$ cat src/rtl/xadc_pkg.sv
// Shared XADC DRP arbiter definitions: FSM encoding, DRP widths, timeout readback value.
// Latency: n/a (types and constants only).
// Backpressure: n/a.
package xadc_pkg;

  localparam int DRP_AW = 7;
  localparam int DRP_DW = 16;
  localparam int CH_W   = 5;
  localparam int SMP_W  = 12;

  localparam logic [DRP_DW-1:0] TIMEOUT_RDATA = 16'hDEAD;

  typedef enum logic [1:0] {
    ST_IDLE = 2'd0,
    ST_AUTO = 2'd1,
    ST_SW   = 2'd2
  } state_t;

  // Status/result registers of the XADC sit at DRP address == channel number.
  function automatic logic [DRP_AW-1:0] auto_addr(input logic [CH_W-1:0] ch);
    return {2'b00, ch};
  endfunction

endpackage

$ cat src/rtl/xadc_drp_arbiter.sv
// Arbitrates the XADC DRP between EOC-triggered result readback and a software access port.
// Latency: DEN one cycle after a pending request is seen in IDLE; ack/sample one cycle after DRDY.
// Backpressure: one request of each kind is held; extra EOC overwrites (ovr_o), extra SW request is dropped.
// Ports: clk_i/rstn_i; eoc_i/channel_i from XADC; sw_* request/ack port; drp_* DRP master;
//        smp_* auto-readback sample; busy_o transaction in flight; ovr_o EOC overrun pulse.
module xadc_drp_arbiter
  import xadc_pkg::*;
#(
  parameter int TIMEOUT = 64
) (
  input  logic              clk_i,
  input  logic              rstn_i,
  input  logic              eoc_i,
  input  logic [CH_W-1:0]   channel_i,
  input  logic              sw_req_i,
  input  logic              sw_we_i,
  input  logic [DRP_AW-1:0] sw_addr_i,
  input  logic [DRP_DW-1:0] sw_wdata_i,
  output logic              sw_ack_o,
  output logic [DRP_DW-1:0] sw_rdata_o,
  output logic              sw_err_o,
  output logic              drp_den_o,
  output logic              drp_dwe_o,
  output logic [DRP_AW-1:0] drp_daddr_o,
  output logic [DRP_DW-1:0] drp_di_o,
  input  logic [DRP_DW-1:0] drp_do_i,
  input  logic              drp_drdy_i,
  output logic              smp_vld_o,
  output logic [CH_W-1:0]   smp_ch_o,
  output logic [SMP_W-1:0]  smp_data_o,
  output logic              busy_o,
  output logic              ovr_o
);

  localparam int            CW       = $clog2(TIMEOUT);
  localparam logic [CW-1:0] CNT_LAST = CW'(TIMEOUT - 1);

  state_t              state_q, state_d;
  logic                auto_pend_q, auto_pend_d;
  logic [CH_W-1:0]     auto_ch_q, auto_ch_d;
  logic [CH_W-1:0]     gnt_ch_q, gnt_ch_d;
  logic                sw_pend_q, sw_pend_d;
  logic                sw_we_q, sw_we_d;
  logic [DRP_AW-1:0]   sw_addr_q, sw_addr_d;
  logic [DRP_DW-1:0]   sw_wdata_q, sw_wdata_d;
  logic [CW-1:0]       cnt_q, cnt_d;

  logic                den_d, dwe_d, smp_vld_d, ack_d, err_d, busy_d, ovr_d;
  logic [DRP_AW-1:0]   daddr_d;
  logic [DRP_DW-1:0]   di_d, rdata_d;
  logic [CH_W-1:0]     smp_ch_d;
  logic [SMP_W-1:0]    smp_data_d;

  always_ff @(posedge clk_i or negedge rstn_i) begin
    if (!rstn_i) begin
      state_q     <= ST_IDLE;
      auto_pend_q <= 1'b0;
      auto_ch_q   <= '0;
      gnt_ch_q    <= '0;
      sw_pend_q   <= 1'b0;
      sw_we_q     <= 1'b0;
      sw_addr_q   <= '0;
      sw_wdata_q  <= '0;
      cnt_q       <= '0;
      drp_den_o   <= 1'b0;
      drp_dwe_o   <= 1'b0;
      drp_daddr_o <= '0;
      drp_di_o    <= '0;
      smp_vld_o   <= 1'b0;
      smp_ch_o    <= '0;
      smp_data_o  <= '0;
      sw_ack_o    <= 1'b0;
      sw_rdata_o  <= '0;
      sw_err_o    <= 1'b0;
      busy_o      <= 1'b0;
      ovr_o       <= 1'b0;
    end else begin
      state_q     <= state_d;
      auto_pend_q <= auto_pend_d;
      auto_ch_q   <= auto_ch_d;
      gnt_ch_q    <= gnt_ch_d;
      sw_pend_q   <= sw_pend_d;
      sw_we_q     <= sw_we_d;
      sw_addr_q   <= sw_addr_d;
      sw_wdata_q  <= sw_wdata_d;
      cnt_q       <= cnt_d;
      drp_den_o   <= den_d;
      drp_dwe_o   <= dwe_d;
      drp_daddr_o <= daddr_d;
      drp_di_o    <= di_d;
      smp_vld_o   <= smp_vld_d;
      smp_ch_o    <= smp_ch_d;
      smp_data_o  <= smp_data_d;
      sw_ack_o    <= ack_d;
      sw_rdata_o  <= rdata_d;
      sw_err_o    <= err_d;
      busy_o      <= busy_d;
      ovr_o       <= ovr_d;
    end
  end

  always_comb begin
    state_d     = state_q;
    auto_pend_d = auto_pend_q;
    auto_ch_d   = auto_ch_q;
    gnt_ch_d    = gnt_ch_q;
    sw_pend_d   = sw_pend_q;
    sw_we_d     = sw_we_q;
    sw_addr_d   = sw_addr_q;
    sw_wdata_d  = sw_wdata_q;
    cnt_d       = cnt_q;
    den_d       = 1'b0;
    dwe_d       = 1'b0;
    daddr_d     = '0;
    di_d        = '0;
    smp_vld_d   = 1'b0;
    smp_ch_d    = '0;
    smp_data_d  = '0;
    ack_d       = 1'b0;
    rdata_d     = '0;
    err_d       = 1'b0;
    ovr_d       = 1'b0;

    unique case (state_q)
      ST_IDLE: begin
        // Fixed priority: result readback must not be starved by software.
        if (auto_pend_q) begin
          den_d       = 1'b1;
          daddr_d     = auto_addr(auto_ch_q);
          gnt_ch_d    = auto_ch_q;
          auto_pend_d = 1'b0;
          cnt_d       = '0;
          state_d     = ST_AUTO;
        end else if (sw_pend_q) begin
          den_d     = 1'b1;
          dwe_d     = sw_we_q;
          daddr_d   = sw_addr_q;
          di_d      = sw_wdata_q;
          sw_pend_d = 1'b0;
          cnt_d     = '0;
          state_d   = ST_SW;
        end
      end
      ST_AUTO: begin
        if (drp_drdy_i) begin
          smp_vld_d  = 1'b1;
          smp_ch_d   = gnt_ch_q;
          smp_data_d = drp_do_i[DRP_DW-1:4];
          state_d    = ST_IDLE;
        end else if (cnt_q == CNT_LAST) begin
          state_d = ST_IDLE;
        end else begin
          cnt_d = cnt_q + CW'(1);
        end
      end
      ST_SW: begin
        // The SW request latch cannot change while in SW, so sw_we_q still describes this access.
        if (drp_drdy_i) begin
          ack_d   = 1'b1;
          rdata_d = sw_we_q ? '0 : drp_do_i;
          state_d = ST_IDLE;
        end else if (cnt_q == CNT_LAST) begin
          ack_d   = 1'b1;
          err_d   = 1'b1;
          rdata_d = TIMEOUT_RDATA;
          state_d = ST_IDLE;
        end else begin
          cnt_d = cnt_q + CW'(1);
        end
      end
      default: state_d = ST_IDLE;
    endcase

    // A new EOC wins over a same-cycle grant clear; overrun is judged on the pre-edge pending bit.
    if (eoc_i) begin
      ovr_d       = auto_pend_q;
      auto_pend_d = 1'b1;
      auto_ch_d   = channel_i;
    end

    if (sw_req_i && !sw_pend_q && (state_q != ST_SW)) begin
      sw_pend_d  = 1'b1;
      sw_we_d    = sw_we_i;
      sw_addr_d  = sw_addr_i;
      sw_wdata_d = sw_wdata_i;
    end

    busy_d = (state_d != ST_IDLE);
  end

endmodule

$ cat config.mk
export PLATFORM = sky130hd
export DESIGN_NAME = xadc_drp_arbiter
export DESIGN_NICKNAME = d
export VERILOG_FILES = /design/src/rtl/xadc_pkg.sv /design/src/rtl/xadc_drp_arbiter.sv
export SDC_FILE = /design/constraint.sdc
export NUM_CORES = 1
export LEC_CHECK = 0
export CAP_MARGIN = 20
export CORE_ASPECT_RATIO = 0.6
export CORE_MARGIN = 10
export CORE_UTILIZATION = 45
export DETAILED_ROUTE_END_ITERATION = 12
export PLACE_DENSITY = 0.76
export SYNTH_ARGS = -nofsm -noshare
export SYNTH_HDL_FRONTEND = slang
export SYNTH_SLANG_ARGS = --single-unit
$ cat constraint.sdc
create_clock -name clk_i -period 3.1 [get_ports clk_i]
set_input_delay 0.31 -clock clk_i [delete_from_list [all_inputs] [get_ports clk_i]]
set_output_delay 0.31 -clock clk_i [all_outputs]
set_load 0.05 [all_outputs]
==> metrics <==
Post-Syn Area 3910 um^2; Worst setup SP type register; VDD IR max 0.437 mV; Synth top area share 68.4%; Post-Synthesis Cells 266; Switch Pwr 0.00179 W; status complete, but fails checks; synthesized-area fraction occupied by adder cells 1.60%; FMAX 510 MHz; Nets 435; Wirelength per Cell 17.4 um; Comb power frac 36.8%; Synth area leader dfrtp_1; Initial Utilization 46.1%; Diodes inserted 0; Reg power frac 40.0%; FF-to-FF path depth 5; initial antenna violation count 0; Simple-Gate Fraction of Synth Area 11.4%; P&R area growth vs syn 39.5%; reg2reg setup slack 1.14 ns; Worst-path clk slew 0.07 ns; Synth area leaders dfrtp_1 68%, mux2_2 10%, and2_1 4.5%, and3_1 2.7%, a21o_1 2.7%; Syn Area/Cell 14.7 um^2; row cnt 26; Critical R2R Launch state_q[0]$_DFF_PN0_; flops & latches, synth 107; DRT antenna net count 0; Clk pwr share 23.3%; max-cap violation count 0; Worst Setup EP sw_addr_q[0]$_DFFE_PN0P_; Post-Layout Inst Area 5460 um^2; share of cells above drive strength 1 15.8%; HP Class primary input to async pin; fill cell count 615; WS Path Type register to register; relative slew slack 55.1%; sw frac 35.8%; total track usage 13.8%; Worst Path Max Fanout 16; die width 140 um; setup_tns 0 ns; Seq/Total Area, Yosys 68.4%; Tmin final 1.96 ns; DRC violations left 0; CP endpoint kind register; first-pass GRT wire length 14100 um; Hold WS -0.00727 ns; post-route worst setup slack 1.14 ns; Slew Viols, Final 0; Via Count 2418; largest net degree at the start of global routing 55; mux share of post-synthesis cell area 10.1%; GR Overflow Total 0; Yosys warning total 0; Die ar. 12900 um^2; IO Port Bufs 112; Synthesized Nets 321; main combinational cell family by area after synthesis simple AND/OR/NAND/NOR gates; die height 92.2 um; Via density 4.87; FF/Latch Area 2680 um^2; total iterations of the first detailed-routing run 4; Distinct cells, synth 34; Placement Cell Area 5140 um^2; hold-fix buffers at CTS 0; TritonCTS clock tree built; final period utilization 63.2%; Synth Area in Compound Gates 6.33%; 1st-iter DRT viols 138; routability cong. 0.827; Leakage 2.62 nW; Multi-input gate area 1150 um^2; Slew @ Worst Pin 0.674 ns; post-CTS setup buffer count 0; Synth Area in XOR/XNOR 0%; cts repair resizes 0; vias in the first global route 2614; RSZ-0062 raised after global routing no; clk_skew 0.00558 ns; cell internal pwr 0.00320 W; CTS Buf Count 9; Longest Clk Path Bufs 2; setup violators final 0; Post-Route WL 8660 um; r2r endpoint sw_addr_q[0]$_DFFE_PN0P_; core area 8490 um^2; clk sinks 107; Root Buffer clkbuf_16; Crit. Startpoint state_q[0]$_DFF_PN0_; Place WS 0.806 ns; CP arrival 2.19 ns; failing checks negative hold slack; Pwr per Cell Area 913 nW/um^2; I/O pin total 113; H-tree level count 3; later-pin clock latency in the skew report 0.34 ns; DP Wirelength 6390 um; Fin. Hold Viols 3; Crit path required time 3.33 ns
## power groups by stage
stage / sequential [W] / combinational (W) / clock [W]
after CTS: 0.00199 / 0.00186 / 0.00120
after floorplan: 0.00255 / 0.000698 / 0
after global routing: 0.00204 / 0.00196 / 0.00126
after global placement: 0.00200 / 0.00182 / 0
final: 0.00199 / 0.00183 / 0.00116
after detailed placement: 0.00202 / 0.00185 / 0
## sequential cells by signal (all words and copies together) (netlist names)
register	flops
auto_ch_q	5
auto_pend_q	1
busy_o	1
cnt_q	6
drp_daddr_o	7
drp_den_o	1
drp_di_o	16
drp_dwe_o	1
gnt_ch_q	5
ovr_o	1
smp_ch_o	5
smp_data_o	12
smp_vld_o	1
state_q	2
sw_ack_o	1
sw_addr_q	7
sw_err_o	1
sw_pend_q	1
sw_rdata_o	16
sw_wdata_q	16
sw_we_q	1
## cell usage in the layout (no fill, tap or decap), drive strengths merged, types with 3 or more instances in the layout
cell type and instances:
nor2 7, a21o 14, nand2 3, ha 5, o21ai 3, and3 17, buf 5, nand3 3
a22o 6, clkbuf 9, mux2 35, clkinv 3, dfrtp 107, inv 6, clkdlybuf4s50 111, and2 28
and3b 4
## kinds of logic (layout without fill, tap and decap cells)
kind of cell / Yosys count / count (layout)
multiplexers: 35 / 35
adder cells (fa/ha/maj): 5 / 5
buffers and inverters: 17 / 136
AO/OA/AOI/OAI: 31 / 31
AND/OR/NAND/NOR: 71 / 71
flip-flops: 107 / 107
## stage by stage
step | hold slack (ns) | total power, W | util, % | std cells
after floorplan | 0.0144 | 0.00325 | - | 266
after global placement | 0.395 | 0.00383 | 60.6 | 481
after detailed placement | 0.400 | 0.00387 | 60.6 | 481
after CTS | 0.0146 | 0.00505 | 64.3 | 497
after global routing | 0.0387 | 0.00526 | 64.3 | 497
final | -0.00727 | 0.00498 | 64.3 | 497
## critical path, stage by stage, from the launching register on
cell,delay (ns)
dfrtp_1,0.40
inv_1,0.08
ha_1,0.27
nor3b_4,0.52
buf_12,0.23
mux2_2,0.34
## synth_stat cells, drive strengths merged
cell type	count
nand2	3
o21a	1
a21o	14
nor2	7
dfrtp	107
or2	2
o2bb2ai	1
ha	5
mux2	35
nand3	3
nor3	2
o21ai	3
nand2b	2
o31ai	1
a211o	2
clkbuf	7
and3b	4
inv	4
and2	28
and2b	1
buf	6
a211oi	2
and3	17
a22o	6
a221o	1
nor3b	2
## worst min path at each step
stage | from | to | slack (ns) | depth (start not counted)
floorplan | rstn_i | auto_ch_q[0]$_DFFE_PN0P_ | 0.01 | 0
global placement | rstn_i | drp_di_o[9]$_DFF_PN0_ | 0.40 | 1
detailed placement | rstn_i | drp_di_o[9]$_DFF_PN0_ | 0.40 | 1
CTS | rstn_i | drp_di_o[9]$_DFF_PN0_ | 0.01 | 1
global route | rstn_i | sw_wdata_q[9]$_DFFE_PN0P_ | 0.04 | 1
finish | rstn_i | sw_wdata_q[10]$_DFFE_PN0P_ | -0.007 | 1
## per-layer routing
layer	wire length, um	GRT usage (%)	up-vias
li1	-	-	1139
met1	3750	16.8	1203
met2	4200	21.9	70
met3	677	5.87	6
met4	30	3.85	0
met5	0	0	-
## cell type report
| class | instances | share of cell area [%] |
|---|---|---|
| clock buffer | 9 | 4.13 |
| clock inverter | 7 | 1.61 |
| inverter | 4 | 0.275 |
| multi-input combinational | 142 | 21.1 |
| sequential | 107 | 49.1 |
| tap | 112 | 2.57 |
| timing repair buffer | 116 | 21.3 |
Note: power is estimated with default switching activity, not from simulation.
